**src/rtl/spi_shift_in_reg_if.sv**
```systemverilog
// Port bundle for the SPI serial-to-parallel receiver: serial pins, start/busy
// control and the valid/ack word handshake.
interface spi_shift_in_reg_if #(
    parameter int DATA_WIDTH = 32
);
    logic                  start;
    logic                  shift_clk_in;
    logic                  in_bit;
    logic                  data_ack;
    logic [DATA_WIDTH-1:0] out_data;
    logic                  data_valid;
    logic                  busy;
    logic                  overrun;

    modport master (
        output start, shift_clk_in, in_bit, data_ack,
        input  out_data, data_valid, busy, overrun
    );

    modport slave (
        input  start, shift_clk_in, in_bit, data_ack,
        output out_data, data_valid, busy, overrun
    );
endinterface

```
**src/rtl/spi_shift_in_reg.sv**
```systemverilog
// SPI receive shifter: synchronises an external shift clock and data line, samples
// on falling edges MSB first, and hands each finished word over valid/ack.
module spi_shift_in_reg #(
    parameter int DATA_WIDTH  = 32,
    parameter int SYNC_STAGES = 2
) (
    input  logic                     clk,
    input  logic                     reset,
    spi_shift_in_reg_if.slave        bus
);
    localparam int CNT_W = $clog2(DATA_WIDTH) + 1;
    localparam logic [CNT_W-1:0] LAST_BIT = CNT_W'(DATA_WIDTH - 1);

    typedef enum logic [0:0] {
        ST_IDLE  = 1'b0,
        ST_SHIFT = 1'b1
    } state_t;

    logic [SYNC_STAGES-1:0] sclk_sync_r;
    logic [SYNC_STAGES-1:0] bit_sync_r;
    logic                   sclk_prev_r;
    logic                   sclk_s;
    logic                   bit_s;
    logic                   fall_s;

    state_t                 state_r, state_nxt_s;
    logic [CNT_W-1:0]       bit_cnt_r, bit_cnt_nxt_s;
    // The top word bit is never needed: it only exists in the completed word.
    logic [DATA_WIDTH-2:0]  shift_reg_r, shift_reg_nxt_s;
    logic [DATA_WIDTH-1:0]  out_data_r, out_data_nxt_s;
    logic                   data_valid_r, data_valid_nxt_s;
    logic                   overrun_r, overrun_nxt_s;
    logic                   busy_r, busy_nxt_s;
    logic [DATA_WIDTH-1:0]  word_s;
    logic                   complete_s;

    assign sclk_s = sclk_sync_r[SYNC_STAGES-1];
    assign bit_s  = bit_sync_r[SYNC_STAGES-1];
    assign fall_s = sclk_prev_r & ~sclk_s;
    assign word_s = {shift_reg_r, bit_s};

    // Synchroniser chains preset high so an idle-high shift clock gives no fall after reset.
    always_ff @(posedge clk) begin
        if (reset) begin
            sclk_sync_r <= {SYNC_STAGES{1'b1}};
            bit_sync_r  <= {SYNC_STAGES{1'b1}};
            sclk_prev_r <= 1'b1;
        end else begin
            sclk_sync_r <= {sclk_sync_r[SYNC_STAGES-2:0], bus.shift_clk_in};
            bit_sync_r  <= {bit_sync_r[SYNC_STAGES-2:0], bus.in_bit};
            sclk_prev_r <= sclk_s;
        end
    end

    // Next-state, shifting and handshake decisions.
    always_comb begin
        state_nxt_s      = state_r;
        bit_cnt_nxt_s    = bit_cnt_r;
        shift_reg_nxt_s  = shift_reg_r;
        out_data_nxt_s   = out_data_r;
        data_valid_nxt_s = data_valid_r;
        overrun_nxt_s    = overrun_r;
        complete_s       = 1'b0;

        case (state_r)
            ST_IDLE: begin
                if (bus.start) begin
                    state_nxt_s     = ST_SHIFT;
                    bit_cnt_nxt_s   = {CNT_W{1'b0}};
                    shift_reg_nxt_s = {(DATA_WIDTH-1){1'b0}};
                end else begin
                    state_nxt_s = ST_IDLE;
                end
            end
            ST_SHIFT: begin
                // start wins over a coincident fall, which is dropped.
                if (bus.start) begin
                    bit_cnt_nxt_s   = {CNT_W{1'b0}};
                    shift_reg_nxt_s = {(DATA_WIDTH-1){1'b0}};
                end else if (fall_s) begin
                    shift_reg_nxt_s = word_s[DATA_WIDTH-2:0];
                    bit_cnt_nxt_s   = bit_cnt_r + CNT_W'(1);
                    if (bit_cnt_r == LAST_BIT) begin
                        complete_s  = 1'b1;
                        state_nxt_s = ST_IDLE;
                    end else begin
                        state_nxt_s = ST_SHIFT;
                    end
                end else begin
                    state_nxt_s = ST_SHIFT;
                end
            end
            default: begin
                state_nxt_s = ST_IDLE;
            end
        endcase

        if (bus.start) begin
            overrun_nxt_s = 1'b0;
        end else begin
            overrun_nxt_s = overrun_r;
        end

        if (complete_s) begin
            if (!data_valid_r || bus.data_ack) begin
                out_data_nxt_s   = word_s;
                data_valid_nxt_s = 1'b1;
            end else begin
                overrun_nxt_s    = 1'b1;
            end
        end else if (data_valid_r && bus.data_ack) begin
            data_valid_nxt_s = 1'b0;
        end else begin
            data_valid_nxt_s = data_valid_r;
        end

        busy_nxt_s = (state_nxt_s == ST_SHIFT);
    end

    // State and output registers.
    always_ff @(posedge clk) begin
        if (reset) begin
            state_r      <= ST_IDLE;
            bit_cnt_r    <= {CNT_W{1'b0}};
            shift_reg_r  <= {(DATA_WIDTH-1){1'b0}};
            out_data_r   <= {DATA_WIDTH{1'b0}};
            data_valid_r <= 1'b0;
            overrun_r    <= 1'b0;
            busy_r       <= 1'b0;
        end else begin
            state_r      <= state_nxt_s;
            bit_cnt_r    <= bit_cnt_nxt_s;
            shift_reg_r  <= shift_reg_nxt_s;
            out_data_r   <= out_data_nxt_s;
            data_valid_r <= data_valid_nxt_s;
            overrun_r    <= overrun_nxt_s;
            busy_r       <= busy_nxt_s;
        end
    end

    assign bus.out_data   = out_data_r;
    assign bus.data_valid = data_valid_r;
    assign bus.overrun    = overrun_r;
    assign bus.busy       = busy_r;
endmodule

```
**src/flat_wrapper.sv**
```systemverilog
// flat-port wrapper written by rule: the top's interface ports become plain ports
module spi_shift_in_reg_flat 
#(
    parameter int DATA_WIDTH  = 32,
    parameter int SYNC_STAGES = 2
)
  (clk, reset, bus_start, bus_shift_clk_in, bus_in_bit, bus_data_ack, bus_out_data, bus_data_valid, bus_busy, bus_overrun);
  spi_shift_in_reg_if #(.DATA_WIDTH(DATA_WIDTH)) bus_i ();
  input  logic clk;
  input  logic reset;
  input wire logic [$bits(bus_i.start)-1:0] bus_start;
  input wire logic [$bits(bus_i.shift_clk_in)-1:0] bus_shift_clk_in;
  input wire logic [$bits(bus_i.in_bit)-1:0] bus_in_bit;
  input wire logic [$bits(bus_i.data_ack)-1:0] bus_data_ack;
  output wire logic [$bits(bus_i.out_data)-1:0] bus_out_data;
  output wire logic [$bits(bus_i.data_valid)-1:0] bus_data_valid;
  output wire logic [$bits(bus_i.busy)-1:0] bus_busy;
  output wire logic [$bits(bus_i.overrun)-1:0] bus_overrun;
  assign bus_i.start = bus_start;
  assign bus_i.shift_clk_in = bus_shift_clk_in;
  assign bus_i.in_bit = bus_in_bit;
  assign bus_i.data_ack = bus_data_ack;
  assign bus_out_data = bus_i.out_data;
  assign bus_data_valid = bus_i.data_valid;
  assign bus_busy = bus_i.busy;
  assign bus_overrun = bus_i.overrun;
  spi_shift_in_reg #(.DATA_WIDTH(DATA_WIDTH), .SYNC_STAGES(SYNC_STAGES)) u_core (.clk(clk), .reset(reset), .bus(bus_i));
endmodule
```
**config.mk**
```make
export PLATFORM = sky130hd
export DESIGN_NAME = spi_shift_in_reg_flat
export DESIGN_NICKNAME = d
export VERILOG_FILES = /design/src/rtl/spi_shift_in_reg_if.sv /design/src/rtl/spi_shift_in_reg.sv /design/src/flat_wrapper.sv
export SDC_FILE = /design/constraint.sdc
export NUM_CORES = 1
export LEC_CHECK = 0
export BUFFER_PORTS_ARGS = -buffer_cell sky130_fd_sc_hd__buf_4
export CORE_MARGIN = 2
export CORE_UTILIZATION = 45
export CTS_BUF_LIST = sky130_fd_sc_hd__clkbuf_16
export DETAILED_ROUTE_END_ITERATION = 8
export GPL_TIMING_DRIVEN = 0
export PLACE_DENSITY = 0.69
export SKIP_LAST_GASP = 1
export SYNTH_ARGS = -nofsm -noshare
export SYNTH_HDL_FRONTEND = slang
export SYNTH_SLANG_ARGS = --single-unit
```
**constraint.sdc**
```tcl
create_clock -name clk -period 4.8 [get_ports clk]
set_clock_uncertainty 0.2 [all_clocks]
set_input_delay 1.44 -clock clk [delete_from_list [all_inputs] [get_ports clk]]
set_output_delay 1.44 -clock clk [all_outputs]
set_load 0.01 [all_outputs]
```
==> results.cfg <==
[power]
powerDensity_nw_per_um2 = 368
vdd_drop_max_mv = 0.194
p_sw_w = 0.000276
p_leak_nw = 1.33
p_seq_share_pct = 46.6
p_int_w = 0.00111
p_clk_share_pct = 50.5
p_comb_share_pct = 2.9
p_sw_share_pct = 20.0

[sta]
layout_min_cycle_time_ns = 2.72
rsz0062_at_grt = false
finalSetupViolations = 0
holdWs_ns = 0.216
worst-slew-pin-transition_ns = 0.540
report.final.slew_viol_count = 0
max_freq_mhz = 367
hold_violations = 0
fin_crit_sh_pct = 56.7
setup_tns_ns = 0
maxSlewHeadroom_pct = 63.9

[logic_synthesis]
synthTopCellsByArea = dfxtp_1, nand2b_1, mux2i_1
synthesis.nets = 307
synthDominantCellAreaShare_pct = 50.4
postSynthAreaPerCell_sq_um = 10.2
yosysTopAreaCell = dfxtp_1
synthMuxAreaShare_pct = 10.5
synth_cell_types = 25
synth-seq-area-share_pct = 50.4
ys_ff_latch = 77
synth_compound_area_share_pct = 11.0
synthAdderAreaFrac_pct = 0.409
yosys.area_share.xor_xnor_pct = 0.573
synth_top_family_by_area = simple AND/OR/NAND/NOR gates
yosys_warnings = 0
synth-simple-area-share_pct = 23.2
netlist_area_sq_um = 3060
syn_inst = 300

[setup_path]
path_cells = buf_4, nand2b_1, nor4b_4, buf_6, mux2i_1
critical_path_class = in -> reg
cpPeakStageDelay_ns = 0.56
cp_max_fo = 10
end_kind = register
slowest_stage = nor4b_4
arrival_ns = 2.78
worstPathRequired_ns = 4.86
start_kind = input port

[min_path]
hold_path.class = reg -> reg

[global_routing]
antenna_found_initial = 0
grt_pass1_vias = 2120
grt_max_degree = 13
overflow = 0
groute.usage.overall_pct = 17.4
grt_pass1_wl_mm = 10.1

[floorplanning]
start_util_pct = 45.8
core-area_sq_um = 6680
die_y_um = 86.4
io_pins = 41
die-width_um = 86.4
dieArea_sq_um = 7470
num_rows = 30

[detailed_routing]
drtPass1Iterations = 4
drc = 0
vias_per_cell = 5.23
routedWlPerCell_um = 13.9
antenna_left = 0
wl_mm = 6.04
dr.first_iter.drc_count = 78
vias = 2273

[placement]
gp_congestion = 0.791
place_hpwl_mm = 3.95
port_buffers = 39

[finish]
area_growth_pct = 22.9
nNetsFinal = 357
final_core_util_pct = 56.2
antenna_cells = 0
drive_gt1_share_pct = 18.6

[clock_network]
postCtsSetupBuffers = 0
cts_buffer_depth = 2
cts_buffers = 9
hold_buffers = 0
cts.sinks = 77
worstSkewPairLatency_ns = 0.33
cts_root_buf = clkbuf_16
clk_pin_slew_ns = 0.05
cts_tree = yes
htree_num_levels = 3
post_cts_resized = 0

[run_status]
outcome = complete, no violations

[job]
max_cap_violations = 0
[metal layers]
metal  GRT usage [%]  wire [um]  vias up
li1                -          -     1152
met1            22.6       2800     1076
met2            26.7       2860       36
met3            3.62        225        9
met4            9.80        151        0
met5               0          0        -
[path summary, 6_finish.rpt]
| kind | from | end | slack, ns | cells past startpoint |
|---|---|---|---|---|
| min | u_core.sclk_sync_r[0] | u_core.sclk_sync_r[1] | 0.22 | 1 |
| max reg2reg | u_core.bit_cnt_r[0] | u_core.bus.out_data[16] | 2.74 | 5 |
| min reg2reg | u_core.sclk_sync_r[0] | u_core.sclk_sync_r[1] | 0.22 | 1 |
| max | bus_start | u_core.bus.out_data[16] | 2.08 | 5 |
[power groups by stage]
stage / combinational (W) / clock [W] / sequential [W]
2_1_floorplan: 0.0000273 / 0 / 0.000658
3_3_place_gp: 0.0000395 / 0 / 0.000658
5_1_grt: 0.0000439 / 0.000740 / 0.000644
3_5_place_dp: 0.0000400 / 0 / 0.000658
4_1_cts: 0.0000402 / 0.000709 / 0.000644
6_report: 0.0000398 / 0.000698 / 0.000644
[area by class of cell]
type	instances	area, sq um
plain buffers	24	116
flip-flops and latches	77	1540
multi-input cells	198	1400
inverters	1	3.75
fillers	594	2920
clock buffers	9	225
repair buffers	39	293
clock inverters	7	81.3
well taps	80	100
[critical path: cells and delay by family]
family / cells / cell delay, ns
buf+inv: 2 / 0.39
mux: 1 / 0.21
simple gates: 2 / 0.74
[stage by stage]
| step | setup WS, ns | power, W | cell area, sq um | cells |
|---|---|---|---|---|
| 2_1_floorplan | 2.08 | 0.000685 | 3060 | 300 |
| 3_3_place_gp | 1.74 | 0.000698 | 3450 | 419 |
| 3_5_place_dp | 1.72 | 0.000698 | 3450 | 419 |
| 4_1_cts | 2.05 | 0.00139 | 3760 | 435 |
| 5_1_grt | 1.97 | 0.00143 | 3760 | 435 |
| 6_report | 2.08 | 0.00138 | 3760 | 435 |
[cell families (layout without fill, tap and decap cells)]
| group | count (synthesis) | in the layout |
|---|---|---|
| buf+inv | 25 | 80 |
| xor+xnor | 2 | 2 |
| simple gates | 121 | 121 |
| mux | 32 | 32 |
| compound gates | 42 | 42 |
| flops | 77 | 77 |
| fa+ha+maj | 1 | 1 |
[Yosys cell counts]
master / count
a21oi_1: 5
a32oi_1: 32
buf_2: 3
buf_6: 3
clkbuf_1: 18
dfxtp_1: 77
ha_1: 1
inv_1: 1
mux2i_1: 32
nand2_1: 2
nand2b_1: 67
nand3_1: 1
nand3b_1: 1
nand4_1: 1
nand4b_1: 1
nand4bb_4: 1
nor2_1: 35
nor4b_4: 1
nor4bb_1: 1
o21ai_0: 3
o31ai_1: 2
or2_2: 6
or3_1: 3
or4_1: 1
xor2_1: 2
[placed cells by master, fill, tap and decap left out, types with 5 or more instances in the layout]
| cell type | n |
|---|---|
| clkbuf_1 | 18 |
| nor2_1 | 35 |
| mux2i_1 | 32 |
| a21oi_1 | 5 |
| or2_2 | 6 |
| a32oi_1 | 32 |
| dfxtp_1 | 77 |
| nand2b_1 | 67 |
| clkbuf_16 | 9 |
| buf_4 | 39 |
[registers in the layout, summed over array words and instances, names as in the netlist]
name	flops
u_core.bit_cnt_r	6
u_core.bit_sync_r	2
u_core.bus.data_valid	1
u_core.bus.out_data	32
u_core.bus.overrun	1
u_core.sclk_prev_r	1
u_core.sclk_sync_r	2
u_core.shift_reg_r	31
u_core.state_r	1
Note: power is estimated with default switching activity, not from simulation.
